<file path="src/rtl/xtbm_arbiter_if.sv">
// Handshake and bus bundle between the requesters, the transfer buffer and the
// xtbm_arbiter. The arbiter connects through the slave modport.
interface xtbm_arbiter_if;
    logic        wr_req;
    logic [31:0] wr_addr;
    logic        wr_ack;
    logic        wr_err;
    logic        rd_req;
    logic [31:0] rd_addr;
    logic        rd_ack;
    logic        rd_err;
    logic        xfer_buf_select;
    logic        mwrite_enable;
    logic [31:0] tbm_address;
    logic        xfer_complete;
    logic [1:0]  xtbm_mode;
    logic        busy;
    logic [7:0]  err_count;

    modport slave (
        input  wr_req, wr_addr, rd_req, rd_addr, xfer_complete,
        output wr_ack, wr_err, rd_ack, rd_err, xfer_buf_select, mwrite_enable,
               tbm_address, xtbm_mode, busy, err_count
    );

    modport master (
        output wr_req, wr_addr, rd_req, rd_addr, xfer_complete,
        input  wr_ack, wr_err, rd_ack, rd_err, xfer_buf_select, mwrite_enable,
               tbm_address, xtbm_mode, busy, err_count
    );
endinterface

</file>
<file path="src/rtl/xtbm_arbiter.sv">
// Two-requester (write/read) arbiter for the 4KB transfer buffer: alternates on
// contention, watches for a stuck transfer with a timeout, all outputs registered.
module xtbm_arbiter #(
    parameter logic [15:0] TIMEOUT = 16'd1024
) (
    input  logic          clock_fpga,
    input  logic          reset,
    xtbm_arbiter_if.slave bus
);
    localparam logic [1:0] XTBM_NOTHING = 2'd0;
    localparam logic [1:0] XTBM_WRITING = 2'd1;
    localparam logic [1:0] XTBM_READING = 2'd2;
    localparam logic       DIR_READ     = 1'b0;

    typedef enum logic [1:0] {IDLE, XFER, GAP} state_t;

    state_t      state, state_nx;
    logic        last_dir, last_dir_nx;
    logic [15:0] timer, timer_nx;
    logic        sel_q, sel_nx;
    logic        mw_q, mw_nx;
    logic [31:0] addr_q, addr_nx;
    logic [1:0]  mode_q, mode_nx;
    logic        busy_q, busy_nx;
    logic        wr_ack_q, wr_ack_nx;
    logic        wr_err_q, wr_err_nx;
    logic        rd_ack_q, rd_ack_nx;
    logic        rd_err_q, rd_err_nx;
    logic [7:0]  err_cnt_q, err_cnt_nx;

    logic timeout_hit;
    logic timed_out;
    logic grant_wr;
    logic grant_rd;

    // On contention the write side wins only if the previous grant was a read.
    always_comb begin
        timeout_hit = (TIMEOUT != 16'd0) && (timer == TIMEOUT - 16'd1);
        timed_out   = timeout_hit && !bus.xfer_complete;
        grant_wr    = bus.wr_req && (!bus.rd_req || last_dir == DIR_READ);
        grant_rd    = bus.rd_req && !grant_wr;
    end

    always_comb begin
        state_nx    = state;
        last_dir_nx = last_dir;
        timer_nx    = timer;
        sel_nx      = sel_q;
        mw_nx       = mw_q;
        addr_nx     = addr_q;
        mode_nx     = mode_q;
        wr_ack_nx   = 1'b0;
        wr_err_nx   = 1'b0;
        rd_ack_nx   = 1'b0;
        rd_err_nx   = 1'b0;
        err_cnt_nx  = err_cnt_q;

        case (state)
            IDLE: begin
                if (grant_wr || grant_rd) begin
                    state_nx    = XFER;
                    last_dir_nx = grant_wr;
                    timer_nx    = 16'd0;
                    sel_nx      = 1'b1;
                    mw_nx       = grant_wr;
                    addr_nx     = grant_wr ? bus.wr_addr : bus.rd_addr;
                    mode_nx     = grant_wr ? XTBM_WRITING : XTBM_READING;
                end
            end
            XFER: begin
                timer_nx = timer + 16'd1;
                if (bus.xfer_complete || timeout_hit) begin
                    state_nx  = GAP;
                    sel_nx    = 1'b0;
                    mw_nx     = 1'b0;
                    mode_nx   = XTBM_NOTHING;
                    wr_ack_nx = mw_q;
                    rd_ack_nx = !mw_q;
                    wr_err_nx = mw_q && timed_out;
                    rd_err_nx = !mw_q && timed_out;
                    if (timed_out && err_cnt_q != 8'hFF)
                        err_cnt_nx = err_cnt_q + 8'd1;
                end
            end
            GAP:     state_nx = IDLE;
            default: state_nx = IDLE;
        endcase

        busy_nx = (state_nx != IDLE);
    end

    always_ff @(posedge clock_fpga or posedge reset) begin
        if (reset) begin
            state     <= IDLE;
            last_dir  <= DIR_READ;
            timer     <= 16'd0;
            sel_q     <= 1'b0;
            mw_q      <= 1'b0;
            addr_q    <= 32'd0;
            mode_q    <= XTBM_NOTHING;
            busy_q    <= 1'b0;
            wr_ack_q  <= 1'b0;
            wr_err_q  <= 1'b0;
            rd_ack_q  <= 1'b0;
            rd_err_q  <= 1'b0;
            err_cnt_q <= 8'd0;
        end else begin
            state     <= state_nx;
            last_dir  <= last_dir_nx;
            timer     <= timer_nx;
            sel_q     <= sel_nx;
            mw_q      <= mw_nx;
            addr_q    <= addr_nx;
            mode_q    <= mode_nx;
            busy_q    <= busy_nx;
            wr_ack_q  <= wr_ack_nx;
            wr_err_q  <= wr_err_nx;
            rd_ack_q  <= rd_ack_nx;
            rd_err_q  <= rd_err_nx;
            err_cnt_q <= err_cnt_nx;
        end
    end

    assign bus.xfer_buf_select = sel_q;
    assign bus.mwrite_enable   = mw_q;
    assign bus.tbm_address     = addr_q;
    assign bus.xtbm_mode       = mode_q;
    assign bus.busy            = busy_q;
    assign bus.wr_ack          = wr_ack_q;
    assign bus.wr_err          = wr_err_q;
    assign bus.rd_ack          = rd_ack_q;
    assign bus.rd_err          = rd_err_q;
    assign bus.err_count       = err_cnt_q;
endmodule

</file>
<file path="src/flat_wrapper.sv">
// flat-port wrapper written by rule: the top's interface ports become plain ports
module xtbm_arbiter_flat 
#(
    parameter logic [15:0] TIMEOUT = 16'd1024
)
  (clock_fpga, reset, bus_wr_req, bus_wr_addr, bus_rd_req, bus_rd_addr, bus_xfer_complete, bus_wr_ack, bus_wr_err, bus_rd_ack, bus_rd_err, bus_xfer_buf_select, bus_mwrite_enable, bus_tbm_address, bus_xtbm_mode, bus_busy, bus_err_count);
  xtbm_arbiter_if bus_i ();
  input  logic clock_fpga;
  input  logic reset;
  input wire logic [$bits(bus_i.wr_req)-1:0] bus_wr_req;
  input wire logic [$bits(bus_i.wr_addr)-1:0] bus_wr_addr;
  input wire logic [$bits(bus_i.rd_req)-1:0] bus_rd_req;
  input wire logic [$bits(bus_i.rd_addr)-1:0] bus_rd_addr;
  input wire logic [$bits(bus_i.xfer_complete)-1:0] bus_xfer_complete;
  output wire logic [$bits(bus_i.wr_ack)-1:0] bus_wr_ack;
  output wire logic [$bits(bus_i.wr_err)-1:0] bus_wr_err;
  output wire logic [$bits(bus_i.rd_ack)-1:0] bus_rd_ack;
  output wire logic [$bits(bus_i.rd_err)-1:0] bus_rd_err;
  output wire logic [$bits(bus_i.xfer_buf_select)-1:0] bus_xfer_buf_select;
  output wire logic [$bits(bus_i.mwrite_enable)-1:0] bus_mwrite_enable;
  output wire logic [$bits(bus_i.tbm_address)-1:0] bus_tbm_address;
  output wire logic [$bits(bus_i.xtbm_mode)-1:0] bus_xtbm_mode;
  output wire logic [$bits(bus_i.busy)-1:0] bus_busy;
  output wire logic [$bits(bus_i.err_count)-1:0] bus_err_count;
  assign bus_i.wr_req = bus_wr_req;
  assign bus_i.wr_addr = bus_wr_addr;
  assign bus_i.rd_req = bus_rd_req;
  assign bus_i.rd_addr = bus_rd_addr;
  assign bus_i.xfer_complete = bus_xfer_complete;
  assign bus_wr_ack = bus_i.wr_ack;
  assign bus_wr_err = bus_i.wr_err;
  assign bus_rd_ack = bus_i.rd_ack;
  assign bus_rd_err = bus_i.rd_err;
  assign bus_xfer_buf_select = bus_i.xfer_buf_select;
  assign bus_mwrite_enable = bus_i.mwrite_enable;
  assign bus_tbm_address = bus_i.tbm_address;
  assign bus_xtbm_mode = bus_i.xtbm_mode;
  assign bus_busy = bus_i.busy;
  assign bus_err_count = bus_i.err_count;
  xtbm_arbiter #(.TIMEOUT(TIMEOUT)) u_core (.clock_fpga(clock_fpga), .reset(reset), .bus(bus_i));
endmodule
</file>
<file path="config.mk">
export PLATFORM = sky130hd
export DESIGN_NAME = xtbm_arbiter_flat
export DESIGN_NICKNAME = d
export VERILOG_FILES = /design/src/rtl/xtbm_arbiter_if.sv /design/src/rtl/xtbm_arbiter.sv /design/src/flat_wrapper.sv
export SDC_FILE = /design/constraint.sdc
export NUM_CORES = 1
export LEC_CHECK = 0
export BUFFER_PORTS_ARGS = -buffer_cell sky130_fd_sc_hd__buf_2
export CAP_MARGIN = 10
export CORE_MARGIN = 3
export CORE_UTILIZATION = 50
export DETAILED_ROUTE_END_ITERATION = 8
export HOLD_SLACK_MARGIN = 0.06
export PLACE_DENSITY = 0.81
export SLEW_MARGIN = 20
export SYNTH_ARGS = -nofsm -noshare
export SYNTH_HDL_FRONTEND = slang
export SYNTH_SLANG_ARGS = --single-unit
</file>
<file path="constraint.sdc">
create_clock -name clock_fpga -period 6.35 [get_ports clock_fpga]
set_clock_uncertainty 0.2 [all_clocks]
set_input_delay 0.9525 -clock clock_fpga [delete_from_list [all_inputs] [get_ports clock_fpga]]
set_output_delay 0.9525 -clock clock_fpga [all_outputs]
set_load 0.02 [all_outputs]
</file>
==> Word-level counts from Yosys, hierarchy flattened <==
Index checks and enable logic that the tools add are counted.
{ "totals": {"input_bits": 69, "word_cells": 64, "reg_bits": 68} }
{ "op_classes": {"n_eq_ne": 5, "addsub": 2, "n_bitwise": 1, "reduce_logical": 20, "muxes": 23} }
{ "op_table": {"columns": ["cell", "count"], "rows": [
  ["two-way mux 32 bit", 1],
  ["case mux 16 bit (2 select lines)", 1],
  ["adder 16 x 1 -> 16 bit, second input constant", 1],
  ["== test 16 x 10 -> 1 bit, second input constant", 1],
  ["two-way mux 16 bit", 1],
  ["two-way mux 1 bit", 11],
  ["two-way mux 2 bit", 5],
  ["adder 8 x 1 -> 8 bit, second input constant", 1],
  ["!= test 8 bit, second input constant", 1],
  ["case mux 2 bit (2 select lines)", 2],
  ["logical AND 1 bit", 6],
  ["AND reduction 3 bit", 2],
  ["zero test 1 bit", 4],
  ["!= test 2 x 1 -> 1 bit, second input constant", 2],
  ["case mux 1 bit (2 select lines)", 2],
  ["AND reduction 2 bit", 2],
  ["nonzero test 2 bit", 2],
  ["logical OR 1 bit", 3],
  ["== test 2 x 1 -> 1 bit, second input constant", 1],
  ["zero test 2 bit", 1],
  ["NOT 1 bit", 1]
]} }

==> Logic depth before layout (Yosys ltp) <==
{ "logic_depth": {"depth_word": 9, "mapped_depth": 7, "mapped_depth_nobuf": 5} }

==> Worst setup path before layout <==
Ideal clock, no wire load.
{ "synth_timing": {"kind": "input -> register", "startpoint": "input bus_rd_req", "endpoint": "register u_core.addr_q[27], in the netlist u_core.bus.tbm_address[27]", "stages": 5, "setup_time_ns": 0.135, "setup_slack_ns": 4.122, "required_time_ns": 6.015, "n_path_buf": 2, "arrival_time_ns": 1.893, "cell_sequence": "clkbuf_1 -> a21oi_2 -> buf_6 -> mux2i_1 -> o21ai_0"} }
{ "synth_via": {"elab_chain_len": 7, "word_cells_on_any_way": 8, "cone_classes": "mux (1); reduce/logical (7)"} }
{ "synth_lines": {"columns": ["element", "line", "text"], "rows": [
  ["from (decl)", "flat_wrapper.sv:12", "input wire logic [$bits(bus_i.rd_req)-1:0] bus_rd_req;"],
  ["zero test 1 bit", "xtbm_arbiter.sv:40", "grant_wr = bus.wr_req && (!bus.rd_req || last_dir == DIR_READ);"],
  ["logical OR 1 bit", "xtbm_arbiter.sv:40", null],
  ["logical AND 1 bit", "xtbm_arbiter.sv:40", null],
  ["zero test 1 bit", "xtbm_arbiter.sv:41", "grant_rd = bus.rd_req && !grant_wr;"],
  ["logical AND 1 bit", "xtbm_arbiter.sv:41", null],
  ["logical OR 1 bit", "xtbm_arbiter.sv:60", "if (grant_wr || grant_rd) begin"],
  ["AND reduction 2 bit (no source line)", null, null],
  ["to (signal assigned)", "xtbm_arbiter.sv:113", "addr_q <= addr_nx;"],
  ["to (decl)", "xtbm_arbiter.sv:22", "logic [31:0] addr_q, addr_nx;"]
]} }
Parallel ways exist; a longest one is shown, timed or not.
A chain may end at the register's enable or synchronous reset.

==> Worst setup path in the final report <==
{ "layout_timing": {"startpoint": "register u_core.state[0]", "endpoint": "register u_core.err_cnt_q[1], in the netlist u_core.bus.err_count[1]"} }
{ "layout_via": {"elab_chain_len": 2} }
{ "layout_lines": {"columns": ["element", "line", "text"], "rows": [
  ["from (decl)", "xtbm_arbiter.sv:17", "state_t state, state_nx;"],
  ["from (signal assigned)", "xtbm_arbiter.sv:108", "state <= state_nx;"],
  ["== test 2 x 1 -> 1 bit", "xtbm_arbiter.sv:58", "case (state)"],
  ["AND reduction 3 bit (no source line)", null, null],
  ["to (signal assigned)", "xtbm_arbiter.sv:120", "err_cnt_q <= err_cnt_nx;"],
  ["to (decl)", "xtbm_arbiter.sv:29", "logic [7:0] err_cnt_q, err_cnt_nx;"]
]} }
Every way passes these cells.

==> flow_metrics.env <==
export IMPL_final_setup_tns_ns=0
export IMPL_power_frac_seq_pct=38.1
export IMPL_path_cells="nor2b_1, o2111ai_4, nor2_1, mux2_2"
export IMPL_power_clock_fraction_pct=26.1
export IMPL_fin_nets=486
export IMPL_initial_core_util_pct=52.7
export IMPL_final_min_clock_period_ns=2.37
export IMPL_holdBufCountCts=0
export IMPL_grt_max_degree=77
export IMPL_gp_congestion=0.819
export IMPL_numCtsBuffers=9
export IMPL_grt_pass1_vias=2518
export IMPL_root_buffer="clkbuf_8"
export IMPL_intPower_mw=1.03
export IMPL_hold_viol=0
export IMPL_hpwl_um=5150
export IMPL_ant_nets=0
export IMPL_routed_wl_um=7180
export IMPL_grt_ovfl_total=0
export IMPL_p_sw_share_pct=38.1
export IMPL_outcome="finished, final reports clean"
export IMPL_path_clk_slew_ns=0.07
export IMPL_die_area_um2=7390
export IMPL_via_count=2567
export IMPL_maxSlewHeadroom_pct=41.0
export IMPL_grt_usage_pct=20.2
export IMPL_antenna_found_initial=0
export IMPL_cellLeakagePower_nw=2.07
export IMPL_post_cts_buffers=0
export IMPL_arrival_ns=2.39
export IMPL_ys_seq_elements=67
export IMPL_slowest_delay_ns=0.60
export IMPL_setup_viol=0
export IMPL_async_reset_ff_share_pct=100
export IMPL_synth_cells=302
export IMPL_wire_per_inst_um=14.5
export IMPL_vdd_drop_max_mv=0.463
export IMPL_area_delta_synth_final_pct=26.9
export IMPL_synth_distinct_cells=40
export IMPL_drc=0
export IMPL_crit_path_max_fanout=10
export IMPL_slew_viol_final=0
export IMPL_worst_pin_slew_ns=0.877
export IMPL_rr_startpoint="u_core.state[0]$_DFF_PP0_"
export IMPL_cts_sinks=67
export IMPL_slowest_stage="nor2b_1"
export IMPL_avgSynthCellArea_um2=10.6
export IMPL_cap_violations=0
export IMPL_crit_required_ns=6.37
export IMPL_startpoint="u_core.state[0]$_DFF_PP0_"
export IMPL_fmax_mhz=422
export IMPL_core_area_um2=6060
export IMPL_cts_buffer_depth=2
export IMPL_port_buffers=117
export IMPL_min_from="u_core.timer[9]$_DFFE_PP0P_"
export IMPL_power_density_nw_per_um2=412
export IMPL_crit_path_end_kind="register"
export IMPL_viasPerCell=5.19
export IMPL_io_pins=118
export IMPL_num_rows=28
export IMPL_die_height_um=86.0
export IMPL_hold_path_class="reg2reg"
export IMPL_fillCellCount=489
export IMPL_post_cts_resize_count=0
export IMPL_dr_pass1_iters=4
export IMPL_ys_flop_type="dfrtp_1"
export IMPL_cts_tree="built"
export IMPL_r2r_setup_slack_ns=3.98
export IMPL_rsz0062_at_grt="false"
export IMPL_drt_iter0_markers=69
export IMPL_p_switching_mw=0.637
export IMPL_netlist_area_um2=3200
export IMPL_period_share_pct=37.3
export IMPL_die_w_um=86.0
export IMPL_ys_seq_area_share_pct=52.4
export IMPL_path_class="reg2reg"
export IMPL_power_share_combinational_pct=35.7
export IMPL_clock_latency_ns=0.34
export IMPL_crit_path_start_kind="register"
export IMPL_antenna_cells=0
export IMPL_synth_edff_count=0
export IMPL_grt_pass1_wl_um=11800
export IMPL_ys_warn_count=0
export IMPL_htreeDepth=3
export IMPL_whs_ns=0.263
export IMPL_drive_above_1_share_pct=35.5
export IMPL_synthesis_nets=373
## area by class of cell
| class | instances | area (um^2) | area share, % |
|---|---|---|---|
| tap | 75 | 93.8 | 2.31 |
| multi-input combinational | 209 | 1400 | 34.5 |
| clock buffer | 10 | 138 | 3.39 |
| sequential | 67 | 1680 | 41.3 |
| inverter | 8 | 30.0 | 0.740 |
| timing repair buffer | 120 | 608 | 15.0 |
| clock inverter | 6 | 113 | 2.78 |
## cell usage in the layout, fill, tap and decap left out, drive strengths merged, types with 2 or more instances in the layout
master	n
inv	8
bufinv	3
and4	2
nand3	7
and2	3
ha	2
nand2b	2
nor2	4
clkbuf	10
nand4	7
xnor2	2
xor2	6
o211ai	3
o21ai	44
nor3	7
nand2	51
a21oi	6
o31ai	4
clkinv	3
nor4	4
buf	120
dfrtp	67
mux2i	39
and3	4
## state kept, by name, summed over array words and instances (netlist names)
signal                      flops
u_core.bus.wr_ack               1
u_core.bus.xtbm_mode            2
u_core.bus.xfer_buf_select      1
u_core.bus.err_count            8
u_core.last_dir                 1
u_core.bus.busy                 1
u_core.bus.rd_ack               1
u_core.timer                   16
u_core.state                    2
u_core.bus.wr_err               1
u_core.bus.tbm_address         32
u_core.bus.rd_err               1
## metal layers
layer	GRT usage, %	routed length, um	up-vias
li1	-	-	1288
met1	24.8	2950	1215
met2	34.3	3840	56
met3	4.80	297	8
met4	8.06	95	0
met5	0	0	-
## critical path: cells and delay by family, from the launching register on
kind            cells  cell delay, ns
compound gates      1            0.32
simple gates        2            0.87
flops               1            0.50
mux                 1            0.37
## power groups by stage
stage / Clock (mW) / Sequential [mW] / Combinational, mW
floorplan: 0 / 0.775 / 0.277
global placement: 0 / 0.639 / 0.589
detailed placement: 0 / 0.644 / 0.608
CTS: 0.443 / 0.637 / 0.608
global route: 0.466 / 0.654 / 0.666
finish: 0.437 / 0.637 / 0.597
## cell usage after synthesis, drive strengths merged, types with 3 or more instances
cell type	instances	area share [%]
a21oi	6	1.1
and2	3	0.59
and3	4	0.82
buf	14	3.0
clkbuf	4	0.47
dfrtp	67	52
inv	8	0.94
mux2i	39	12
nand2	51	6.0
nand3	7	1.1
nand4	7	1.4
nor2	4	0.47
nor3	7	1.1
nor4	4	1.8
o211ai	3	0.70
o21ai	44	6.9
o31ai	4	0.94
xor2	6	1.6
## worst paths after layout
path	depth (start not counted)	endpoint
setup reg to reg	4	u_core.bus.err_count[1]$_DFFE_PP0P_
min in group asynchronous	3	u_core.bus.tbm_address[11]$_DFFE_PP0P_
hold / removal	1	u_core.timer[9]$_DFFE_PP0P_
max in group asynchronous	3	u_core.timer[3]$_DFFE_PP0P_
hold reg to reg	1	u_core.timer[9]$_DFFE_PP0P_
setup / recovery	4	u_core.bus.err_count[1]$_DFFE_PP0P_
## cells by family (layout without fill, tap and decap cells)
family | Yosys count | in the layout | share of synthesized area [%]
and+or+nand+nor | 95 | 95 | 15.7
buffers and inverters | 26 | 144 | 4.42
adders and majority gates | 2 | 2 | 0.783
muxes | 40 | 40 | 12.6
xor gates and xnor gates | 8 | 8 | 2.19
AOI/OAI and AO/OA | 64 | 64 | 11.9
DFF | 67 | 67 | 52.4
## through the flow
stage | setup WS (ns) | total power, mW | utilization, % | instance area [um^2] | std cells
after global placement | 3.88 | 1.23 | 62.8 | 3810 | 479
after CTS | 4.00 | 1.69 | 66.9 | 4060 | 495
after detailed placement | 3.80 | 1.25 | 62.8 | 3810 | 479
after global routing | 3.79 | 1.79 | 66.9 | 4060 | 495
final | 3.98 | 1.67 | 66.9 | 4060 | 495
after floorplan | 3.51 | 1.05 | - | 3200 | 302
Power figures use the tool's default switching activity.
